## src/rtl/celiskisiz_yurut_pkg.sv

```systemverilog
// Shared encodings for the execute stage: operation codes, branch conditions,
// instruction types and execute-FSM states.
package celiskisiz_yurut_pkg;

   typedef enum logic [3:0] {
      ISLEM_ADD   = 4'd0,
      ISLEM_SUB   = 4'd1,
      ISLEM_AND   = 4'd2,
      ISLEM_OR    = 4'd3,
      ISLEM_XOR   = 4'd4,
      ISLEM_SLL   = 4'd5,
      ISLEM_SRL   = 4'd6,
      ISLEM_SRA   = 4'd7,
      ISLEM_SLT   = 4'd8,
      ISLEM_SLTU  = 4'd9,
      ISLEM_MUL   = 4'd10,
      ISLEM_MULHU = 4'd11,
      ISLEM_DIVU  = 4'd12,
      ISLEM_REMU  = 4'd13
   } islem_e;

   typedef enum logic [2:0] {
      DAL_EQ  = 3'd0,
      DAL_NE  = 3'd1,
      DAL_LT  = 3'd2,
      DAL_GE  = 3'd3,
      DAL_LTU = 3'd4,
      DAL_GEU = 3'd5,
      DAL_YOK = 3'd6
   } dal_e;

   typedef enum logic [1:0] {
      TIP_J     = 2'd0,
      TIP_B     = 2'd1,
      TIP_DIGER = 2'd2
   } tip_e;

   typedef enum logic [1:0] {
      BOSTA = 2'd0,
      CALIS = 2'd1,
      BITTI = 2'd2
   } durum_e;

   function automatic logic cok_cevrimli(input logic [3:0] islem);
      return (islem == ISLEM_MUL) || (islem == ISLEM_MULHU) ||
             (islem == ISLEM_DIVU) || (islem == ISLEM_REMU);
   endfunction

endpackage

```

## src/rtl/yineli_carp_bol.sv

```systemverilog
// Iterative unsigned multiplier / restoring divider, one bit per cycle.
// ust/alt hold {product-high, product-low} or {remainder, quotient}.
module yineli_carp_bol
   import celiskisiz_yurut_pkg::*;
#(
   parameter int VERI_BIT  = 32,
   parameter int SAYAC_BIT = $clog2(VERI_BIT) + 1
) (
   input  logic                clk,
   input  logic                rst,
   input  logic                basla,
   input  logic                iptal,
   input  logic [3:0]          islem,
   input  logic [VERI_BIT-1:0] deger1,
   input  logic [VERI_BIT-1:0] deger2,
   output logic                bitti,
   output logic [VERI_BIT-1:0] sonuc
);
   localparam logic [SAYAC_BIT-1:0] SON_ADIM = SAYAC_BIT'(VERI_BIT - 1);

   logic [VERI_BIT-1:0]  ust_q, ust_d, alt_q, alt_d, ek_q, ek_d;
   logic [3:0]           islem_q, islem_d;
   logic [SAYAC_BIT-1:0] sayac_q, sayac_d;
   logic                 mesgul_q, mesgul_d;
   logic                 bolme;
   logic [VERI_BIT:0]    toplam, kalan;
   logic [VERI_BIT-1:0]  fark;

   assign bolme = (islem_q == ISLEM_DIVU) || (islem_q == ISLEM_REMU);
   // High when the step being performed this cycle is the last one.
   assign bitti = mesgul_q && (sayac_q == SON_ADIM);
   assign sonuc = ((islem_q == ISLEM_MULHU) || (islem_q == ISLEM_REMU)) ? ust_q : alt_q;

   always_comb begin
      toplam   = {1'b0, ust_q} + (alt_q[0] ? {1'b0, ek_q} : '0);
      kalan    = {ust_q, alt_q[VERI_BIT-1]};
      fark     = kalan[VERI_BIT-1:0] - ek_q;
      ust_d    = ust_q;
      alt_d    = alt_q;
      ek_d     = ek_q;
      islem_d  = islem_q;
      sayac_d  = sayac_q;
      mesgul_d = mesgul_q;
      if (iptal) begin
         mesgul_d = 1'b0;
      end else if (basla) begin
         ust_d    = '0;
         alt_d    = deger1;
         ek_d     = deger2;
         islem_d  = islem;
         sayac_d  = '0;
         mesgul_d = 1'b1;
      end else if (mesgul_q) begin
         if (bolme) begin
            // A zero divisor always "fits", giving all-ones quotient and dividend remainder.
            if (kalan >= {1'b0, ek_q}) begin
               ust_d = fark;
               alt_d = {alt_q[VERI_BIT-2:0], 1'b1};
            end else begin
               ust_d = kalan[VERI_BIT-1:0];
               alt_d = {alt_q[VERI_BIT-2:0], 1'b0};
            end
         end else begin
            ust_d = toplam[VERI_BIT:1];
            alt_d = {toplam[0], alt_q[VERI_BIT-1:1]};
         end
         sayac_d = sayac_q + 1'b1;
         if (bitti) mesgul_d = 1'b0;
      end
   end

   always_ff @(posedge clk or posedge rst) begin
      if (rst) begin
         ust_q    <= '0;
         alt_q    <= '0;
         ek_q     <= '0;
         islem_q  <= '0;
         sayac_q  <= '0;
         mesgul_q <= 1'b0;
      end else begin
         ust_q    <= ust_d;
         alt_q    <= alt_d;
         ek_q     <= ek_d;
         islem_q  <= islem_d;
         sayac_q  <= sayac_d;
         mesgul_q <= mesgul_d;
      end
   end

endmodule

```

## src/rtl/celiskisiz_yurut.sv

```systemverilog
// Execute stage: single-cycle ALU, branch resolution and an iterative
// multiply/divide unit that stalls upstream while it runs.
module celiskisiz_yurut
   import celiskisiz_yurut_pkg::*;
#(
   parameter int VERI_BIT  = 32,
   parameter int SAYAC_BIT = $clog2(VERI_BIT) + 1
) (
   input  logic                clk_i,
   input  logic                rst_i,
   input  logic                gecerli_i,
   input  logic [3:0]          islem_i,
   input  logic [VERI_BIT-1:0] deger1_i,
   input  logic [VERI_BIT-1:0] deger2_i,
   input  logic [2:0]          dal_i,
   input  logic [1:0]          buyruk_tipi_i,
   input  logic [4:0]          rd_adres_i,
   input  logic                yaz_yazmac_i,
   input  logic                bosalt_i,
   output logic                durdur_o,
   output logic [VERI_BIT-1:0] program_sayaci_o,
   output logic                program_sayaci_guncelle_o,
   output logic                gecerli_o,
   output logic                yaz_yazmac_o,
   output logic [4:0]          rd_adres_o,
   output logic [VERI_BIT-1:0] rd_deger_o
);
   localparam int KAYMA_BIT = $clog2(VERI_BIT);

   durum_e              durum_q, durum_d;
   logic                gecerli_q, gecerli_d;
   logic                yaz_q, yaz_d;
   logic [4:0]          rd_adres_q, rd_adres_d;
   logic [VERI_BIT-1:0] rd_deger_q, rd_deger_d;
   logic [4:0]          bekleyen_rd_q, bekleyen_rd_d;
   logic                bekleyen_yaz_q, bekleyen_yaz_d;

   logic [KAYMA_BIT-1:0] kayma;
   logic                 cok_cevrim, dal_dogru, basla, bitti;
   logic [VERI_BIT-1:0]  alu_sonuc, carp_bol_sonuc;

   assign kayma      = deger2_i[KAYMA_BIT-1:0];
   assign cok_cevrim = cok_cevrimli(islem_i);

   always_comb begin
      alu_sonuc = '0;
      case (islem_i)
         ISLEM_ADD:  alu_sonuc = deger1_i + deger2_i;
         ISLEM_SUB:  alu_sonuc = deger1_i - deger2_i;
         ISLEM_AND:  alu_sonuc = deger1_i & deger2_i;
         ISLEM_OR:   alu_sonuc = deger1_i | deger2_i;
         ISLEM_XOR:  alu_sonuc = deger1_i ^ deger2_i;
         ISLEM_SLL:  alu_sonuc = deger1_i << kayma;
         ISLEM_SRL:  alu_sonuc = deger1_i >> kayma;
         ISLEM_SRA:  alu_sonuc = $signed(deger1_i) >>> kayma;
         ISLEM_SLT:  alu_sonuc = {{(VERI_BIT-1){1'b0}}, $signed(deger1_i) < $signed(deger2_i)};
         ISLEM_SLTU: alu_sonuc = {{(VERI_BIT-1){1'b0}}, deger1_i < deger2_i};
         default:    alu_sonuc = '0;
      endcase
   end

   always_comb begin
      dal_dogru = 1'b0;
      case (dal_i)
         DAL_EQ:  dal_dogru = (deger1_i == deger2_i);
         DAL_NE:  dal_dogru = (deger1_i != deger2_i);
         DAL_LT:  dal_dogru = ($signed(deger1_i) <  $signed(deger2_i));
         DAL_GE:  dal_dogru = ($signed(deger1_i) >= $signed(deger2_i));
         DAL_LTU: dal_dogru = (deger1_i <  deger2_i);
         DAL_GEU: dal_dogru = (deger1_i >= deger2_i);
         default: dal_dogru = 1'b0;
      endcase
   end

   assign program_sayaci_o          = deger1_i + deger2_i;
   assign program_sayaci_guncelle_o = gecerli_i && (durum_q == BOSTA) &&
                                      ((buyruk_tipi_i == TIP_J) ||
                                       ((buyruk_tipi_i == TIP_B) && dal_dogru));
   // Combinational so the accepting cycle itself already holds upstream.
   assign durdur_o = !rst_i && !bosalt_i &&
                     ((durum_q == CALIS) || ((durum_q == BOSTA) && gecerli_i && cok_cevrim));

   always_comb begin
      durum_d        = durum_q;
      gecerli_d      = 1'b0;
      yaz_d          = yaz_q;
      rd_adres_d     = rd_adres_q;
      rd_deger_d     = rd_deger_q;
      bekleyen_rd_d  = bekleyen_rd_q;
      bekleyen_yaz_d = bekleyen_yaz_q;
      basla          = 1'b0;
      if (bosalt_i) begin
         durum_d = BOSTA;
         yaz_d   = 1'b0;
      end else begin
         case (durum_q)
            BOSTA: begin
               if (gecerli_i) begin
                  if (cok_cevrim) begin
                     basla          = 1'b1;
                     bekleyen_rd_d  = rd_adres_i;
                     bekleyen_yaz_d = yaz_yazmac_i;
                     durum_d        = CALIS;
                  end else begin
                     gecerli_d  = 1'b1;
                     yaz_d      = yaz_yazmac_i;
                     rd_adres_d = rd_adres_i;
                     rd_deger_d = alu_sonuc;
                  end
               end
            end
            CALIS: begin
               if (bitti) durum_d = BITTI;
            end
            BITTI: begin
               gecerli_d  = 1'b1;
               yaz_d      = bekleyen_yaz_q;
               rd_adres_d = bekleyen_rd_q;
               rd_deger_d = carp_bol_sonuc;
               durum_d    = BOSTA;
            end
            default: durum_d = BOSTA;
         endcase
      end
   end

   always_ff @(posedge clk_i or posedge rst_i) begin
      if (rst_i) begin
         durum_q        <= BOSTA;
         gecerli_q      <= 1'b0;
         yaz_q          <= 1'b0;
         rd_adres_q     <= '0;
         rd_deger_q     <= '0;
         bekleyen_rd_q  <= '0;
         bekleyen_yaz_q <= 1'b0;
      end else begin
         durum_q        <= durum_d;
         gecerli_q      <= gecerli_d;
         yaz_q          <= yaz_d;
         rd_adres_q     <= rd_adres_d;
         rd_deger_q     <= rd_deger_d;
         bekleyen_rd_q  <= bekleyen_rd_d;
         bekleyen_yaz_q <= bekleyen_yaz_d;
      end
   end

   assign gecerli_o    = gecerli_q;
   assign yaz_yazmac_o = yaz_q;
   assign rd_adres_o   = rd_adres_q;
   assign rd_deger_o   = rd_deger_q;

   yineli_carp_bol #(
      .VERI_BIT (VERI_BIT),
      .SAYAC_BIT(SAYAC_BIT)
   ) u_carp_bol (
      .clk   (clk_i),
      .rst   (rst_i),
      .basla (basla),
      .iptal (bosalt_i),
      .islem (islem_i),
      .deger1(deger1_i),
      .deger2(deger2_i),
      .bitti (bitti),
      .sonuc (carp_bol_sonuc)
   );

endmodule
```

## config.mk

```make
export PLATFORM = sky130hd
export DESIGN_NAME = celiskisiz_yurut
export DESIGN_NICKNAME = d
export VERILOG_FILES = /design/src/rtl/celiskisiz_yurut_pkg.sv /design/src/rtl/yineli_carp_bol.sv /design/src/rtl/celiskisiz_yurut.sv
export SDC_FILE = /design/constraint.sdc
export NUM_CORES = 1
export LEC_CHECK = 0
export ABC_CLOCK_PERIOD_IN_PS = 14000
export BUFFER_PORTS_ARGS = -buffer_cell sky130_fd_sc_hd__buf_4
export CAP_MARGIN = 0
export CORE_MARGIN = 1
export CORE_UTILIZATION = 35
export DETAILED_ROUTE_END_ITERATION = 16
export SYNTH_ARGS = -nofsm -noshare
export SYNTH_HDL_FRONTEND = slang
export SYNTH_SLANG_ARGS = --single-unit
export TNS_END_PERCENT = 50
```

## constraint.sdc

```tcl
create_clock -name clk_i -period 14 [get_ports clk_i]
set_input_delay 2.8 -clock clk_i [delete_from_list [all_inputs] [get_ports clk_i]]
set_output_delay 2.8 -clock clk_i [all_outputs]
set_load 0.02 [all_outputs]
```

Yosys cells after proc, flatten, opt, wreduce, memory -nomap -nowiden
Index checks and enable logic that the tools add are counted.
{"block": "op_classes", "add_sub_neg": 5, "magnitude_cmp": 5, "eq_ne": 33, "shift": 3, "muxes": 41, "bitwise": 4, "n_reduce_logical": 29}
{"cell": "$mux W32", "count": 11}
{"cell": "$pmux W32 S10", "count": 1}
{"cell": "$ge A32 B32 Y1", "count": 2}
{"cell": "$lt A32 B32 Y1", "count": 2}
{"cell": "$pmux W32 S2", "count": 1}
{"cell": "$sub A32 B32 Y32", "count": 2}
{"cell": "$eq A4 B4 Y1 const B", "count": 9}
{"cell": "$add A32 B33 Y33", "count": 1}
{"cell": "$ge A33 B32 Y1", "count": 1}
{"cell": "$add A32 B32 Y32", "count": 1}
{"cell": "$and A32 B32 Y32", "count": 1}
{"cell": "$eq A32 B32 Y1", "count": 1}
{"cell": "$ne A32 B32 Y1", "count": 1}
{"cell": "$or A32 B32 Y32", "count": 1}
{"cell": "$shl A32 B5 Y32", "count": 1}
{"cell": "$shr A32 B5 Y32", "count": 1}
{"cell": "$sshr A32 B5 Y32", "count": 1}
{"cell": "$xor A32 B32 Y32", "count": 1}
{"cell": "$eq A4 B3 Y1 const B", "count": 4}
{"cell": "$mux W1", "count": 15}
{"cell": "$mux W6", "count": 2}
{"cell": "$ne A3 B3 Y1 const B", "count": 4}
{"cell": "$mux W5", "count": 2}
{"cell": "$pmux W5 S2", "count": 1}
{"cell": "26 further kinds", "count": 53}
{"block": "totals", "ff_bits": 154, "in_bits": 83, "out_inout_bits": 73, "wordCells": 133}

Depth between registers and ports, before layout
{"block": "logic_depth", "ltp_word": 10, "depth_mapped": 16, "depth_no_buf": 13}

By module
A second synthesis with hierarchy kept.
{"block": "hier_totals", "hier_cells": 2668, "area_unflattened_um2": 20178.1}
{"mod": "celiskisiz_yurut", "instances": 1, "cells_per_inst": 1564, "area_per_inst_um2": 11158.2, "seq_area_each_um2": 1176.1}
{"mod": "yineli_carp_bol", "instances": 1, "cells_per_inst": 1104, "area_per_inst_um2": 9019.9, "seq_area_each_um2": 2677.6}

Worst setup path after synthesis
No wires, ideal clock.
{"block": "synth_path", "path_type": "in2out", "start": "input deger2_i[3]", "end": "output program_sayaci_guncelle_o", "t_arrival_ns": 6.297, "t_required_ns": 11.200, "path_slack_ns": 4.903, "cell_stages": 15, "path_buffers": 5, "cell_sequence": "buf_2 -> inv_1 -> clkbuf_1 -> clkbuf_1 -> buf_1 -> ha_1 -> buf_2 -> or4_1 -> nor4_1 -> and3_1 -> or2b_2 -> mux2i_1 -> a221o_1 -> a211o_1 -> a31oi_1"}
{"block": "synth_between", "elab_chain_len": 5, "word_cells_on_any_way": 10, "cone_classes": "order compare: 4; eq/ne: 2; mux: 1; reduce/logical: 3"}
{"element": "start: declaration", "line_no": "celiskisiz_yurut.sv:14", "rtl": "input logic [VERI_BIT-1:0] deger2_i,"}
{"element": "$ge A32 B32 Y1 (tied with other cells)", "line_no": "celiskisiz_yurut.sv:70", "rtl": "DAL_GEU: dal_dogru = (deger1_i >= deger2_i);"}
{"element": "$pmux W1 S6 (*)", "line_no": "celiskisiz_yurut.sv:64", "rtl": "case (dal_i)"}
{"element": "$logic_and A1 B1 Y1 (*)", "line_no": "celiskisiz_yurut.sv:78", "rtl": "((buyruk_tipi_i == TIP_B) && dal_dogru));"}
{"element": "$logic_or A1 B1 Y1 (*)", "line_no": "celiskisiz_yurut.sv:77", "rtl": "((buyruk_tipi_i == TIP_J) ||"}
{"element": "$logic_and A1 B1 Y1 (*)", "line_no": "celiskisiz_yurut.sv:76", "rtl": "assign program_sayaci_guncelle_o = gecerli_i && (durum_q == BOSTA) &&"}
{"element": "end: declaration", "line_no": "celiskisiz_yurut.sv:22", "rtl": "output logic program_sayaci_guncelle_o,"}
Every way passes the cells marked *; elsewhere a longest branch is shown, timed or not.

Worst setup path in the final report
{"block": "layout_path", "start": "input deger2_i[4]", "end": "output program_sayaci_guncelle_o"}
Same word-level chain as after synthesis.

==> metrics.csv <==
metric,value,unit
CTS buffer count,17,
post-CTS sizing,0,
final clock skew,0.0157,ns
fin cells,3464,
yosys warns,0,
Lkg Pwr,9.69,nW
peak supply drop,0.104,mV
via count,21962,
cell row count,88,
met2 Resource Use GR,48.9,%
dominant synthesized flop cell,dfrtp_1,
unrepaired setup endpoints after global routing,no,
Hold WS,0.481,ns
"EDFF count, synth",0,
RePlAce Congestion,1.01,
final wirelength,95700,um
max_slew headroom,30.9,%
CP startpoint,deger2_i[4],
die width,244,um
Syn Nets,2926,
clock slew at reported path FFs,0.07,ns
total track usage,31.6,%
worst flop-to-flop path endpoint,u_carp_bol.ust_q[30],
total setup buffers inserted after CTS,0,
port bufs,155,
First DRT Iteration DRCs,2472,
Worst setup EP type,primary output,
Mean Syn Cell Area,7.67,um2
die area,59600,um2
CTS tree,done,
Clock Path Buffers,2,
drt wl/cell,27.6,um
Detail Placement HPWL,74100,um
Overall Power,3.09,mW
Post-CTS Hold Fix Bufs,0,
Synth Register Bits,154,
CORE AREA,57800,um2
Synth top cells by count,"314 x nand2_1, 254 x a21oi_1, 210 x nor2_1",
unique cell type count in the Yosys netlist,92,
accumulated negative setup slack,0,ns
HP Class,reg -> reg,
Clock Latency Late Sink,0.46,ns
Final nets,2934,
first-pass GRT wire length,140000,um
final cycle utilization of the critical path,68.9,%
RR Startpoint,u_carp_bol.alt_q[0],
initial core utilization,35.5,%
"count leader, synth",nand2_1,
GRT met3 Usage,4.68,%
# fillers,6065,
"top cells by area, synth","dfrtp_1 19%, ha_1 9.9%, mux4_2 8.1%",
sequential-to-total area share from yosys stat,18.8,%
Synth top area share,18.8,%
dpl cells,3431,
final hold vios,0,
Critical Path Sink,program_sayaci_guncelle_o,
final setup violation count,0,
Worst Reg-to-Reg Cells,12,
R2R Setup Slk,10.05,ns
Worst Path Max Fanout,51,
power per standard cell area,136,nW/um2
CP Launch Type,primary input,
Die Ht,244,um
H-tree depth,4,
Worst EP required,11.20,ns
Area Growth Syn to Fin,10.8,%
DRT Pass-1 Iters,8,
layout cells sized above 1,12.8,%
GRT Max-Usage Layer,met2,
asr flop ratio synth,100,%
Max Cap Viol,0,
Antenna Nets Post-Route,0,
initial antenna violation count,4,
minimum clock period,9.64,ns
total I/O pin count,156,
GR Overflow Total,0,
Vias/cell,6.34,
largest net degree at the start of global routing,91,
Max Slew Vio Count,0,
CTS root buf,clkbuf_16,
Worst Tran Pin Value,1.03,ns
residual DRC count,0,
max frequency,104,MHz
status,completed,
post-synthesis cell area,20500,um2
leading area contributor after synthesis,dfrtp_1,
CP Data Arrival Time,6.84,ns
Sink Count,154,
Cells after Synth,2677,
WS Path Type,in -> out,
grt met1 use,43.6,%
vias in the first global route,20933,
[flip-flops by register name, summed over array words and instances, names as in the netlist]
signal and flops:
u_carp_bol.mesgul_q 1, rd_deger_o 32, rd_adres_o 5, u_carp_bol.ek_q 32
durum_q 2, gecerli_o 1, yaz_yazmac_o 1, u_carp_bol.ust_q 32
u_carp_bol.alt_q 32, bekleyen_rd_q 5, u_carp_bol.sayac_q 6, bekleyen_yaz_q 1
u_carp_bol.islem_q 4
[placed cells by master (no fill, tap or decap), types with 50 or more instances in the layout]
cell     instances
o21ai_1         50
mux4_2          74
o21ai_0        165
nand3_1         53
mux2i_1         66
nor3_1          50
buf_4          190
inv_1          146
nor2_1         208
a21o_1          52
ha_1           162
xnor2_1         75
a21oi_1        254
nand2_1        314
dfrtp_1        154
[power by group]
part / internal [mW] / total (mW) / switching [mW]
combinational: 0.723 / 1.86 / 1.14
sequential: 0.568 / 0.731 / 0.163
clock: 0.286 / 0.494 / 0.208
total: 1.58 / 3.09 / 1.51
[cell families after synthesis]
kind of cell / share of synthesized area (%)
simple gates: 19.2
mux: 12.5
flops: 18.8
compound gates: 27.9
fa+ha+maj: 10.3
buf+inv: 6.87
xor+xnor: 4.48
[metal layers]
| metal | routed length (um) | vias to the layer above |
|---|---|---|
| met5 | 27 | - |
| met4 | 4240 | 4 |
| met3 | 7760 | 189 |
| met2 | 42100 | 1155 |
| met1 | 41600 | 10786 |
| li1 | - | 9828 |
[worst min path at each step]
| stage | startpoint | end | slack, ns | cells after the start |
|---|---|---|---|---|
| finish | bekleyen_rd_q[1] | bekleyen_rd_q[1] | 0.48 | 2 |
| global route | bekleyen_rd_q[2] | bekleyen_rd_q[2] | 0.50 | 2 |
| CTS | bekleyen_rd_q[0] | bekleyen_rd_q[0] | 0.48 | 2 |
| detailed placement | bekleyen_rd_q[1] | bekleyen_rd_q[1] | 0.47 | 2 |
| global placement | bekleyen_yaz_q | bekleyen_yaz_q | 0.46 | 2 |
| floorplan | bekleyen_rd_q[0] | bekleyen_rd_q[0] | 0.45 | 2 |
[through the flow]
step / utilization [%] / area, um2 / worst slack (ns)
6_report: 39.3 / 22700 / 4.36
5_1_grt: 39.3 / 22700 / 4.25
4_1_cts: 39.3 / 22700 / 4.44
3_5_place_dp: 38.3 / 22100 / 4.44
3_3_place_gp: 38.3 / 22100 / 4.44
2_1_floorplan: - / 20500 / 4.90
[worst max-delay path: stages]
cell	delay, ns
buf_4	0.48
clkinv_1	0.14
buf_4	0.24
ha_1	0.45
or4_1	0.54
nor4_1	0.66
and3_1	0.37
or2b_2	0.17
mux2i_1	0.08
a221o_1	0.30
a211o_1	0.27
a31oi_1	0.16
buf_4	0.16
[final cells by class]
class                   count  area [um2]  area share (%)
clock buffers              19         443            1.95
clock inverters            13         168           0.738
flip-flops and latches    154        3850            17.0
repair buffers            190        1430            6.27
multi-input cells        2167       15300            67.3
well taps                 765         957            4.21
inverters                 155         587            2.58
diodes                      1        2.50          0.0110
(Power assumes the default switching activity.)
